**src/rtl/logic_unit_pipe.sv**
```systemverilog
`default_nettype none
// +----------------------------------------------------------------------------+
// | Module      : logic_unit_pipe                                              |
// | Description : Two-stage pipelined bitwise logic unit. Eight gate functions |
// |               over WIDTH-bit operands, valid/ready on both sides, chain    |
// |               mode (operand a taken from the last accepted result), and    |
// |               zero/parity flags registered with the result.                |
// |               Optional macro LOGIC_UNIT_POPCNT_EN adds a registered        |
// |               population-count output (out_popcnt).                        |
// | Revision    : 1.0 - initial release                                        |
// +----------------------------------------------------------------------------+
module logic_unit_pipe #(
   parameter int WIDTH = 8
) (
   input  logic             clk,
   input  logic             rst,
   input  logic             in_valid,
   output logic             in_ready,
   input  logic [2:0]       in_op,
   input  logic             in_chain,
   input  logic [WIDTH-1:0] in_a,
   input  logic [WIDTH-1:0] in_b,
   output logic             out_valid,
   input  logic             out_ready,
   output logic [WIDTH-1:0] out_result,
   output logic             out_zero,
   output logic             out_parity
`ifdef LOGIC_UNIT_POPCNT_EN
   ,
   output logic [$clog2(WIDTH+1)-1:0] out_popcnt
`endif
);

   localparam logic [2:0] c_OP_NOTA = 3'd0;
   localparam logic [2:0] c_OP_NOTB = 3'd1;
   localparam logic [2:0] c_OP_AND  = 3'd2;
   localparam logic [2:0] c_OP_OR   = 3'd3;
   localparam logic [2:0] c_OP_NAND = 3'd4;
   localparam logic [2:0] c_OP_NOR  = 3'd5;
   localparam logic [2:0] c_OP_XOR  = 3'd6;
   localparam logic [2:0] c_OP_XNOR = 3'd7;

   logic             r_s1_valid;
   logic [WIDTH-1:0] r_s1_result;
   logic             r_out_valid;
   logic [WIDTH-1:0] r_out_result;
   logic             r_out_zero;
   logic             r_out_parity;
   logic [WIDTH-1:0] r_acc;

   logic             w_in_ready;
   logic             w_accept;
   logic             w_advance;
   logic [WIDTH-1:0] w_opa;
   logic [WIDTH-1:0] w_res;

   // Handshake: s1 may move forward whenever the out stage is empty or being
   // drained; input is accepted whenever s1 is empty or is itself moving.
   assign w_in_ready = !r_s1_valid || !r_out_valid || out_ready;
   assign w_accept   = in_valid && w_in_ready;
   assign w_advance  = r_s1_valid && (!r_out_valid || out_ready);
   assign w_opa      = in_chain ? r_acc : in_a;

   // Gate function evaluated at accept; chained ops see the acc written by the
   // immediately preceding accept, so back-to-back chaining needs no stall.
   always_comb begin
      w_res = '0;
      case (in_op)
         c_OP_NOTA: w_res = ~w_opa;
         c_OP_NOTB: w_res = ~in_b;
         c_OP_AND:  w_res = w_opa & in_b;
         c_OP_OR:   w_res = w_opa | in_b;
         c_OP_NAND: w_res = ~(w_opa & in_b);
         c_OP_NOR:  w_res = ~(w_opa | in_b);
         c_OP_XOR:  w_res = w_opa ^ in_b;
         c_OP_XNOR: w_res = ~(w_opa ^ in_b);
         default:   w_res = '0;
      endcase
   end

`ifdef LOGIC_UNIT_POPCNT_EN
   localparam int c_PCNT_W = $clog2(WIDTH+1);

   logic [c_PCNT_W-1:0] w_popcnt;
   logic [c_PCNT_W-1:0] r_out_popcnt;

   // Population count of the s1 result, captured alongside the other flags.
   always_comb begin
      w_popcnt = '0;
      for (int i = 0; i < WIDTH; i++) begin
         w_popcnt = w_popcnt + c_PCNT_W'(r_s1_result[i]);
      end
   end

   // Popcount register follows the out stage load enable.
   always_ff @(posedge clk) begin
      if (rst) begin
         r_out_popcnt <= '0;
      end else if (w_advance) begin
         r_out_popcnt <= w_popcnt;
      end
   end

   assign out_popcnt = r_out_popcnt;
`endif

   // Pipeline registers: acc, stage 1 and the out stage with its flags.
   always_ff @(posedge clk) begin
      if (rst) begin
         r_acc        <= '0;
         r_s1_valid   <= 1'b0;
         r_s1_result  <= '0;
         r_out_valid  <= 1'b0;
         r_out_result <= '0;
         r_out_zero   <= 1'b1;
         r_out_parity <= 1'b0;
      end else begin
         if (w_accept) begin
            r_acc       <= w_res;
            r_s1_result <= w_res;
            r_s1_valid  <= 1'b1;
         end else if (w_advance) begin
            r_s1_valid  <= 1'b0;
         end

         if (w_advance) begin
            r_out_valid  <= 1'b1;
            r_out_result <= r_s1_result;
            r_out_zero   <= (r_s1_result == '0);
            r_out_parity <= ^r_s1_result;
         end else if (out_ready) begin
            r_out_valid  <= 1'b0;
         end
      end
   end

   assign in_ready   = w_in_ready;
   assign out_valid  = r_out_valid;
   assign out_result = r_out_result;
   assign out_zero   = r_out_zero;
   assign out_parity = r_out_parity;

endmodule
`default_nettype wire

```
**config.mk**
```make
export PLATFORM = sky130hd
export DESIGN_NAME = logic_unit_pipe
export DESIGN_NICKNAME = d
export VERILOG_FILES = /design/src/rtl/logic_unit_pipe.sv
export SDC_FILE = /design/constraint.sdc
export NUM_CORES = 1
export LEC_CHECK = 0
export CORE_MARGIN = 8
export CORE_UTILIZATION = 47
export CTS_BUF_LIST = sky130_fd_sc_hd__clkbuf_8
export DETAILED_ROUTE_END_ITERATION = 8
export PLACE_DENSITY_LB_ADDON = 0.2
export SYNTH_ARGS = -nofsm -noshare
export SYNTH_HDL_FRONTEND = slang
export SYNTH_SLANG_ARGS = --single-unit
```
**constraint.sdc**
```tcl
create_clock -name clk -period 1.74 [get_ports clk]
set_clock_uncertainty 0.1 [all_clocks]
set_input_delay 0.174 -clock clk [delete_from_list [all_inputs] [get_ports clk]]
set_output_delay 0.174 -clock clk [all_outputs]
set_load 0.005 [all_outputs]
```
[Word-level counts from Yosys, hierarchy flattened]
Index checks and enable logic that the tools add are counted.
Word-level totals
  register bits after elaboration: 20
  output and inout bits: 12
Operators by class
  equality and inequality tests: 7
  mux-type cells: 6
  bitwise operators: 8
  reductions and logical operators: 12
Operators with widths (number)
  $pmux W8 S8: 1
  $not A8 Y8: 5
  $eq A3 B3 Y1 const B: 4
  $and A8 B8 Y8: 1
  $logic_not A8 Y1: 1
  $mux W8: 1
  $or A8 B8 Y8: 1
  $reduce_xor A8 Y1: 1
  $xor A8 B8 Y8: 1
  $eq A3 B2 Y1 const B: 2
  $mux W1: 4
  $reduce_bool A2 Y1: 2
  $eq A3 B1 Y1 const B: 1
  $logic_not A3 Y1: 1
  $logic_or A1 B1 Y1: 3
  $logic_and A1 B1 Y1: 2
  $logic_not A1 Y1: 2

[Longest topological paths before layout]
  depth after elaboration: 5
  depth in mapped cells: 8
  gate-level depth less buffers: 7

[Worst setup path before layout]
OpenSTA, ideal clock, no wires.
  path type: input to register
  start: in in_chain
  end: reg r_acc[7]
  setup time: 117 ps
  arrival: 1584 ps
  data required time: 1523 ps
  path slack: -62 ps
  stages: 6
  cells stage by stage: buf_2 > mux2_2 > inv_1 > ha_1 > a311o_1 > a32o_1
Between the ends
  longest elaborated chain between the ends: 4
  elaborated cells on any way between the ends: 9
  those cells by class: mux (2); bitwise (7)
RTL lines
  from (decl): RTL line 20  | input logic in_chain,
  $mux W8 (*): RTL line 62  | assign w_opa = in_chain ? r_acc : in_a;
  $xor A8 B8 Y8, or another cell as far along: RTL line 75, 76
  $not A8 Y8, on equally long branches: RTL line 76, 73, 74
  $pmux W8 S8 (*): RTL line 68  | case (in_op)
  to (signal assigned): RTL line 119  | r_acc <= w_res;
  to (decl): RTL line 49  | logic [WIDTH-1:0] r_acc;
Every way passes the cells marked *; elsewhere a longest branch is shown, timed or not.
A chain may end at the register's enable or synchronous reset.

[Worst setup path after layout]
  start: in in_a[7]
  end: reg r_acc[7]
Between the ends
  longest elaborated chain between the ends: 4
  elaborated cells on any way between the ends: 9
  those cells by class: mux (2); bitwise (7)
RTL lines
  from (decl): RTL line 21  | input logic [WIDTH-1:0] in_a,
  $mux W8 (*): RTL line 62
  $xor A8 B8 Y8, or another cell as far along: RTL line 75, 76
  $not A8 Y8, on equally long branches: RTL line 76, 73, 74
  $pmux W8 S8 (*): RTL line 68
Marked as above.

==> out/qor.txt <==
Compound-Gate Fraction of Synth Area: 26.1%
Internal: 1.08 mW
Row count: 21
CORE AREA: 0.00334 mm²
Die area: 0.00562 mm²
#FFs+latches synth: 20
Most common cell after layout, fill and taps aside: clkdlybuf4s50_1
Total track usage: 15.8%
Post-synthesis cell area: 0.00163 mm²
First-pass GRT wire length: 7070 µm
Inst Count DP: 305
Slew headroom: 66.0%
H-tree depth: 1
CP max FO: 3
First-pass DRT Iterations: 4
Worst-Margin Slew: 0.511 ns
Combinational share of power: 35.4%
IO buf count: 35
Psw: 0.418 mW
Initial antenna violation count: 0
Max cap viols: 0
DRC viols: 0
DRT Wirelength: 4320 µm
Slowest CP cell: clkdlybuf4s50_1
Post-synthesis sequential area ratio: 24.5%
Fin cells: 309
Total vias in the final route: 1,650
Final period util: 97.4%
Clk network pwr share: 30.9%
Adder-cell share of the synthesized area: 15.3%
Final setup vio count: 0
Fillers: 276
Die width: 75.0 µm
Hold Vio Cnt, Final: 0
Most frequent cells in the layout: 34 x clkdlybuf4s50_1, 32 x buf_4, 25 x nand2_1, 20 x dfxtp_1
Post-route ant nets: 0
Ant. Diodes: 0
CTS clk-pin slew, worst paths: 0.08 ns
Crit-path cells: clkdlybuf4s50_1, mux2_4, inv_1, ha_1, a311o_1, a32o_1
Worst endpoint data arrival time: 1.75 ns
HP Start: out_result[3]$_SDFFE_PP0P_
Mapped Avg Cell Area: 8.01 µm²
Drt wl/cell: 14.0 µm
Gpl congestion: 0.821
Grt total ovfl: 0
Minimum clock period after layout: 1.69 ns
Worst r2r src: r_acc[7]$_SDFFE_PP0P_
Main combinational cell family by area after synthesis: compound AO/OA/AOI/OAI gates
Die H: 75.0 µm
Synth-to-layout area growth: 46.2%
Sw frac: 27.8%
Cts bufs inserted: 3
1st-iter DRT viols: 59
Startpoint types: input pin
Top post-synthesis cells by area: dfxtp_1 25%, ha_1 15%, mux2i_1 8.0%, o211ai_1 7.4%, nand2_1 6.0%
Hold WC Path Type: register to register
Post-cts hold buffer count: 0
Post-Syn Nets: 248
CP Launch Point: in_a[7]
Seq pwr share: 33.7%
Yosys top cell area share: 24.5%
Slew Viols, Final: 0
Clock latency on the worst-skew pair: 0.26 ns
IO Pins: 36
Nets@finish: 308
Outcome: finished clean
Yosys warnings: 0
Finished Core Util: 71.6%
Post-Synth XOR/XNOR Area: 1.61%
Leading area contributor after synthesis: dfxtp_1
Vias/cell: 5.34
Multiplexer share of the synthesized area: 9.34%
CTS tree: built
Post-synthesis simple-gate area fraction: 12.3%
Placed wire-length estimate: 3290 µm
Synth unique cells: 32
Pleak: 1.01 nW
CTS Buffer Depth: 2
Setup CP Type: input pin to register
Root Buffer: clkbuf_8
Layout cells sized above 1: 22.8%
Largest net degree at the start of global routing: 39
Vias in the first global route: 1,636
Cell count after synthesis: 204
Clock sinks: 20
Cell Pwr Density: 628 mW/mm²
Max VDD drop: 0.331 mV
F_max: 0.590 GHz
Initial Util: 49.0%
Required @ worst endpoint: 1.79 ns
CP endpoint kind: register
Largest stage delay, worst path: 0.41 ns
==> synthesized netlist by cell type <==
cell type	instances
a211o_1	1
a211oi_1	6
a21o_1	1
a21oi_1	14
a22o_1	6
a311o_1	1
a311oi_1	6
a32o_1	2
buf_2	6
buf_4	2
buf_6	1
clkbuf_1	5
clkbuf_2	1
dfxtp_1	20
ha_1	20
inv_1	20
inv_2	6
mux2_2	2
mux2i_1	13
nand2_1	26
nand2b_1	1
nand3_1	9
nand3b_1	3
nand4_1	1
nor2_1	2
nor3_1	1
nor3_2	1
o211ai_1	16
o21ai_0	7
o21ai_1	1
xnor2_1	2
xor2_1	1
==> metal layers <==
layer | vias to the layer above | GRT usage (%) | part of all wire [%]
met2 | 42 | 27.4 | 50
met1 | 755 | 18.3 | 44
li1 | 845 | - | -
met3 | 8 | 2.26 | 4.4
met5 | - | 0 | 0
met4 | 0 | 7.83 | 1.7
==> sequential cells by signal (all words and copies together) (netlist names) <==
signal,cells
r_acc,8
out_zero,1
r_s1_valid,1
out_result,8
out_parity,1
out_valid,1
==> metrics by stage <==
stage               instance area [µm²]  hold slack (ns)  setup WS [ns]  TNS, ns  total power [mW]
floorplan                          1640            0.153         0.0169        0             0.799
global placement                   2270            0.342         -0.502    -3.70              1.00
detailed placement                 2270            0.346         -0.590    -4.16              1.02
CTS                                2340            0.357       0.000258        0              1.49
global route                       2390            0.369       -0.00799  -0.0149              1.59
finish                             2390            0.356         0.0453        0              1.50
==> final timing paths <==
check                                to  slack, ns  depth (start not counted)
max               r_acc[7]$_SDFFE_PP0P_       0.05                          6
min          out_result[3]$_SDFFE_PP0P_       0.36                          2
max reg2reg       r_acc[7]$_SDFFE_PP0P_       0.06                          5
min reg2reg  out_result[3]$_SDFFE_PP0P_       0.36                          2
==> cells by family (layout without fill, tap and decap cells) <==
logic type	after synthesis	after routing
compound gates	61	61
simple gates	44	44
buf+inv	41	100
fa+ha+maj	20	20
flops	20	20
mux	15	15
xor+xnor	3	3
==> critical path: cells and delay by family <==
kind,cells,cell delay [ns]
AO/OA/AOI/OAI,2,0.58
adder cells (fa/ha/maj),1,0.23
buffers and inverters,2,0.47
multiplexers,1,0.29
==> power by group through the flow <==
stage               logic, mW  registers [mW]  clock network, mW
floorplan               0.281           0.518                  0
global placement        0.491           0.513                  0
detailed placement      0.506           0.514                  0
CTS                     0.511           0.503              0.473
global route            0.590           0.509              0.487
finish                  0.532           0.506              0.464
==> what timing repair did <==
item,CTS,global route
setup endpoints to repair,8,8
buffers inserted,0,0
pin swaps,1,5
gates resized for setup,3,12
==> layout make-up <==
type,instances,area [µm²],share of cell area (%)
Clock buffer,3,41.3,1.73
Clock inverter,1,30.0,1.26
Inverter,26,97.6,4.08
Multi-Input combinational cell,143,1110,46.5
Sequential cell,20,400,16.8
Tap cell,46,57.6,2.41
Timing Repair Buffer,70,652,27.3
Note: power is estimated with default switching activity, not from simulation.
